**config.mk**
```make
export PLATFORM = sky130hd
export DESIGN_NAME = alu_flag_unit_flat
export DESIGN_NICKNAME = d
export VERILOG_FILES = /design/src/rtl/alu_flag_unit_if.sv /design/src/rtl/alu_flag_unit.sv /design/src/flat_wrapper.sv
export SDC_FILE = /design/constraint.sdc
export NUM_CORES = 1
export LEC_CHECK = 0
export ABC_AREA = 0
export CELL_PAD_IN_SITES_DETAIL_PLACEMENT = 0
export CELL_PAD_IN_SITES_GLOBAL_PLACEMENT = 2
export CORE_MARGIN = 10
export CORE_UTILIZATION = 27
export CTS_CLUSTER_DIAMETER = 100
export DETAILED_ROUTE_END_ITERATION = 10
export GPL_TIMING_DRIVEN = 0
export PLACE_DENSITY = 0.81
export SKIP_CTS_REPAIR_TIMING = 1
export SYNTH_ARGS = -nofsm -noshare
export SYNTH_HDL_FRONTEND = slang
export SYNTH_SLANG_ARGS = --single-unit
```
**constraint.sdc**
```tcl
create_clock -name clk -period 3.6 [get_ports clk]
set_input_delay 0.36 -clock clk [delete_from_list [all_inputs] [get_ports clk]]
set_output_delay 0.36 -clock clk [all_outputs]
set_load 0.05 [all_outputs]
```
**src/rtl/alu_flag_unit_if.sv**
```systemverilog
// Flag-unit bus: ALU flag writeback, shadow save/restore, condition query and result handshake.
// The core side drives through master; the flag unit consumes through slave.
interface alu_flag_unit_if;
    logic [3:0] alu_flags;
    logic       flag_we;
    logic       flag_save;
    logic       flag_restore;
    logic       cond_valid;
    logic [3:0] cond_code;
    logic       cond_ready;
    logic       out_valid;
    logic       out_ready;
    logic       out_taken;
    logic [3:0] out_code;
    logic [3:0] flags;

    modport master (
        output alu_flags, flag_we, flag_save, flag_restore, cond_valid, cond_code, out_ready,
        input  cond_ready, out_valid, out_taken, out_code, flags
    );

    modport slave (
        input  alu_flags, flag_we, flag_save, flag_restore, cond_valid, cond_code, out_ready,
        output cond_ready, out_valid, out_taken, out_code, flags
    );
endinterface

```
**src/rtl/alu_flag_unit.sv**
```systemverilog
// {v,c,n,z} flag register with shadow save/restore and condition evaluation; 1-cycle result latency.
// One-entry output register: cond_ready drops while a result is held and out_ready is low.
module alu_flag_unit #(
    parameter logic [3:0] RESET_FLAGS = 4'b0000,
    parameter bit         HAS_SHADOW  = 1'b1
) (
    input  logic           clk,
    input  logic           reset_n,
    alu_flag_unit_if.slave bus
);

    logic [3:0] flags_q;
    logic [3:0] shadow_q;
    logic [3:0] nf;
    logic       accept;
    logic       cond_ready;
    logic       out_valid_q;
    logic       out_taken_q;
    logic [3:0] out_code_q;
    logic       taken_now;

    function automatic logic eval_cond(input logic [3:0] code, input logic [3:0] f);
        logic v, c, n, z;
        v = f[3];
        c = f[2];
        n = f[1];
        z = f[0];
        case (code)
            4'h0:    eval_cond = z;
            4'h1:    eval_cond = ~z;
            4'h2:    eval_cond = c;
            4'h3:    eval_cond = ~c;
            4'h4:    eval_cond = n;
            4'h5:    eval_cond = ~n;
            4'h6:    eval_cond = v;
            4'h7:    eval_cond = ~v;
            4'h8:    eval_cond = c & ~z;
            4'h9:    eval_cond = ~c | z;
            4'hA:    eval_cond = (n == v);
            4'hB:    eval_cond = (n != v);
            4'hC:    eval_cond = ~z & (n == v);
            4'hD:    eval_cond = z | (n != v);
            4'hE:    eval_cond = 1'b1;
            default: eval_cond = 1'b0;
        endcase
    endfunction

    // Queries see this cycle's flag update, so a compare and its branch can share a cycle.
    always_comb begin
        nf = flags_q;
        if (HAS_SHADOW && bus.flag_restore) begin
            nf = shadow_q;
        end else if (bus.flag_we) begin
            nf = bus.alu_flags;
        end
    end

    assign cond_ready = ~out_valid_q | bus.out_ready;
    assign accept     = bus.cond_valid & cond_ready;
    assign taken_now  = eval_cond(bus.cond_code, nf);

    always_ff @(posedge clk) begin
        if (!reset_n) begin
            flags_q     <= RESET_FLAGS;
            shadow_q    <= RESET_FLAGS;
            out_valid_q <= 1'b0;
            out_taken_q <= 1'b0;
            out_code_q  <= 4'h0;
        end else begin
            flags_q <= nf;
            // Saves the pre-update value, so save+restore in one cycle swaps the two registers.
            if (HAS_SHADOW && bus.flag_save) begin
                shadow_q <= flags_q;
            end
            if (accept) begin
                out_valid_q <= 1'b1;
                out_taken_q <= taken_now;
                out_code_q  <= bus.cond_code;
            end else if (bus.out_ready) begin
                out_valid_q <= 1'b0;
            end
        end
    end

    assign bus.cond_ready = cond_ready;
    assign bus.out_valid  = out_valid_q;
    assign bus.out_taken  = out_taken_q;
    assign bus.out_code   = out_code_q;
    assign bus.flags      = flags_q;

endmodule

```
**src/flat_wrapper.sv**
```systemverilog
// flat-port wrapper written by rule: the top's interface ports become plain ports
module alu_flag_unit_flat 
#(
    parameter logic [3:0] RESET_FLAGS = 4'b0000,
    parameter bit         HAS_SHADOW  = 1'b1
)
  (clk, reset_n, bus_alu_flags, bus_flag_we, bus_flag_save, bus_flag_restore, bus_cond_valid, bus_cond_code, bus_out_ready, bus_cond_ready, bus_out_valid, bus_out_taken, bus_out_code, bus_flags);
  alu_flag_unit_if bus_i ();
  input  logic clk;
  input  logic reset_n;
  input wire logic [$bits(bus_i.alu_flags)-1:0] bus_alu_flags;
  input wire logic [$bits(bus_i.flag_we)-1:0] bus_flag_we;
  input wire logic [$bits(bus_i.flag_save)-1:0] bus_flag_save;
  input wire logic [$bits(bus_i.flag_restore)-1:0] bus_flag_restore;
  input wire logic [$bits(bus_i.cond_valid)-1:0] bus_cond_valid;
  input wire logic [$bits(bus_i.cond_code)-1:0] bus_cond_code;
  input wire logic [$bits(bus_i.out_ready)-1:0] bus_out_ready;
  output wire logic [$bits(bus_i.cond_ready)-1:0] bus_cond_ready;
  output wire logic [$bits(bus_i.out_valid)-1:0] bus_out_valid;
  output wire logic [$bits(bus_i.out_taken)-1:0] bus_out_taken;
  output wire logic [$bits(bus_i.out_code)-1:0] bus_out_code;
  output wire logic [$bits(bus_i.flags)-1:0] bus_flags;
  assign bus_i.alu_flags = bus_alu_flags;
  assign bus_i.flag_we = bus_flag_we;
  assign bus_i.flag_save = bus_flag_save;
  assign bus_i.flag_restore = bus_flag_restore;
  assign bus_i.cond_valid = bus_cond_valid;
  assign bus_i.cond_code = bus_cond_code;
  assign bus_i.out_ready = bus_out_ready;
  assign bus_cond_ready = bus_i.cond_ready;
  assign bus_out_valid = bus_i.out_valid;
  assign bus_out_taken = bus_i.out_taken;
  assign bus_out_code = bus_i.out_code;
  assign bus_flags = bus_i.flags;
  alu_flag_unit #(.RESET_FLAGS(RESET_FLAGS), .HAS_SHADOW(HAS_SHADOW)) u_core (.clk(clk), .reset_n(reset_n), .bus(bus_i));
endmodule
```
==> metrics.txt <==
die height=75.3 um; maximum vdd ir drop=0.275 mV; design area=1140 um^2; Num CTS Buffers=3; fill count=315; Reg area=280 um^2; Hold WC Path Type=reg2reg; Vias/cell=5.04; post-synthesis net count=111; worst setup margin=1260 ps; Nets=140; Layout Skew=4.19 ps; Seq/Total Area, Yosys=33.9%; cell area power density=340 nW/um^2; fin crit share=65.1%; clock network fraction of total power=29.5%; Routability Congestion=0.715; Buffers on Ports=24; synth-to-layout area growth=38.4%; Clock Pin Slew Worst Setup and Hold Paths=90 ps; Synth Instances=96; CORE AREA=3000 um^2; global-route wire length before repair=3880 um; status=completed; FF+latch count, synth=14; Routed wire per std cell=14.7 um; Critical Path Start Type=input port; Crit. End Element=output pin; DP Cell Count=153; Worst Path Required=3240 ps; 1st-iter DRT viols=25; Switching Power=0.119 mW; max-cap violations=0; Die W=75.3 um; diode count=0; root buf cell=clkbuf_4; CTS Sinks=14; later-pin clock latency in the skew report=280 ps; Cell Count, Final, Fillers Out=157; Switching Fraction=30.6%; Final min period=2340 ps; count of final hold-check violations=0; Longest Clk Path Bufs=2; Rows=20; worst hold slack=461 ps; proportion of power drawn by combinational gates=27.8%; yosys warns=0; setup violators final=0; RSZ-0062 raised after global routing=false; GR Overflow Total=0; crit-path max FO=7; # DRC=0; Crit Path Class=in2out; die area=5680 um^2; layout cells sized above 1=12.1%; Setup TNS Final=0 ps; final wirelength=2310 um; internal power=0.270 mW; Worst Tran Pin Value=594 ps; FMAX=427 MHz; fin. max-slew vios=0; Via Count=792; Post-DP HPWL=1840 um; Synth Area per Inst=8.62 um^2; sequential share of power=42.7%; CTS H-Tree Depth=1; boundary pin count=26; WP data arrival=1980 ps; area taken by multi-input logic gates=508 um^2; Leakage=0.438 nW; Rel. slew slack=59.2%; DR pass1 iterations=4; pin count of the biggest net entering global routing=11; Cell Area, Placed=1110 um^2; Initial Util=27.5%; Mapped Area=827 um^2; initial antenna violation count=0; Routed Antenna Nets=0; vias in the first global route=797; Place WS=970 ps; CTS tree=yes; total global routing track utilization=8.74%; Synth cell types=36
==> worst max-delay path: stages <==
cell	delay, ps
clkdlybuf4s50_1	450
nand2b_1	90
clkbuf_1	230
clkdlybuf4s50_1	860
==> per-layer routing <==
layer  part of all wire (%)  up-vias  track usage [%]  wire, um
met5                      0        -                0         0
met4                   0.56        0             1.24        13
met3                    5.1        2             3.52       118
met2                     51       14             14.6      1170
met1                     44      369             10.5      1000
li1                       -      407                -         -
==> cell usage in the layout, fill, tap and decap left out, types with 2 or more instances in the layout <==
master | synthesis | final
nor2b_1 | 3 | 3
nor3_1 | 2 | 2
nand3_1 | 5 | 5
inv_1 | 2 | 2
clkbuf_4 | 0 | 3
clkdlybuf4s50_1 | 0 | 24
nand4b_1 | 2 | 2
a21oi_1 | 7 | 7
dfxtp_1 | 14 | 14
nand2_1 | 8 | 8
clkbuf_1 | 5 | 5
nor2_1 | 9 | 9
o21bai_1 | 2 | 2
mux2_4 | 2 | 2
mux2i_1 | 9 | 9
mux2_2 | 3 | 3
a31oi_1 | 2 | 2
==> state kept, by name, summed over array words and instances, names as in the netlist <==
| name | count |
|---|---|
| u_core.bus.flags | 4 |
| u_core.bus.out_code | 4 |
| u_core.shadow_q | 4 |
| u_core.bus.out_taken | 1 |
| u_core.bus.out_valid | 1 |
==> power groups by stage <==
stage	sequential [mW]	clock, mW	combinational, mW
6_report	0.166	0.115	0.108
5_1_grt	0.167	0.126	0.118
4_1_cts	0.166	0.118	0.109
3_5_place_dp	0.170	0	0.108
3_3_place_gp	0.169	0	0.108
2_1_floorplan	0.190	0	0.0476
==> final cells by class <==
cell class / instances / area share (%)
plain buffers: 7 / 2.40
clock buffers: 4 / 3.17
inverters: 3 / 0.984
multi-input cells: 72 / 44.4
flip-flops and latches: 14 / 24.5
well taps: 33 / 3.61
repair buffers: 24 / 21.0
==> cell usage after synthesis <==
| cell type | count | area share (%) |
|---|---|---|
| inv_2 | 1 | 0.45 |
| a31oi_1 | 2 | 1.5 |
| a41oi_1 | 1 | 1.1 |
| nand4b_1 | 2 | 2.1 |
| buf_1 | 1 | 0.45 |
| o2111ai_1 | 1 | 1.1 |
| nand3b_1 | 1 | 0.91 |
| mux2_1 | 1 | 1.4 |
| mux2i_1 | 9 | 11 |
| nor3_1 | 2 | 1.2 |
| nor4_1 | 1 | 0.76 |
| a21oi_1 | 7 | 4.2 |
| o21bai_1 | 2 | 1.8 |
| nor2_1 | 9 | 4.1 |
| inv_1 | 2 | 0.91 |
| nor2b_1 | 3 | 2.3 |
| a211oi_2 | 1 | 1.5 |
| o211ai_1 | 1 | 0.91 |
| a31o_2 | 1 | 1.1 |
| a32oi_1 | 1 | 1.1 |
| dfxtp_1 | 14 | 34 |
| a221oi_1 | 1 | 1.1 |
| mux2_4 | 2 | 3.6 |
| nand3_1 | 5 | 3.0 |
| and3b_1 | 1 | 1.1 |
| buf_2 | 1 | 0.60 |
| xnor2_1 | 1 | 1.1 |
| and4_1 | 1 | 1.1 |
| and3_1 | 1 | 0.76 |
| mux2_2 | 3 | 4.1 |
| nand2b_1 | 1 | 0.76 |
| or3b_2 | 1 | 1.1 |
| clkbuf_1 | 5 | 2.3 |
| or4b_1 | 1 | 1.2 |
| nand2_1 | 8 | 3.6 |
| or4b_2 | 1 | 1.2 |
==> through the flow <==
step           power, mW  utilization (%)
4_1_cts            0.393             38.1
3_5_place_dp       0.278             36.9
2_1_floorplan      0.237                -
6_report           0.389             38.1
5_1_grt            0.410             38.1
3_3_place_gp       0.277             36.9
==> path summary, 6_finish.rpt <==
| check | slack, ps | startpoint | endpoint | cells past startpoint |
|---|---|---|---|---|
| min | 460 | u_core.bus.out_code[0]$_SDFFE_PN0P_ | u_core.bus.out_code[0]$_SDFFE_PN0P_ | 2 |
| min reg2reg | 460 | u_core.bus.out_code[0]$_SDFFE_PN0P_ | u_core.bus.out_code[0]$_SDFFE_PN0P_ | 2 |
| max | 1260 | bus_out_ready | bus_cond_ready | 4 |
| max reg2reg | 1690 | u_core.bus.flags[3]$_SDFF_PN0_ | u_core.bus.out_taken$_SDFFE_PN0P_ | 6 |
==> logic make-up (layout without fill, tap and decap cells) <==
family	Yosys count	after routing	synth area share, %
simple gates	38	38	25.1
mux	15	15	20.0
buf+inv	10	38	4.69
compound gates	18	18	15.3
flops	14	14	33.9
xor+xnor	1	1	1.06
Power figures use the tool's default switching activity.
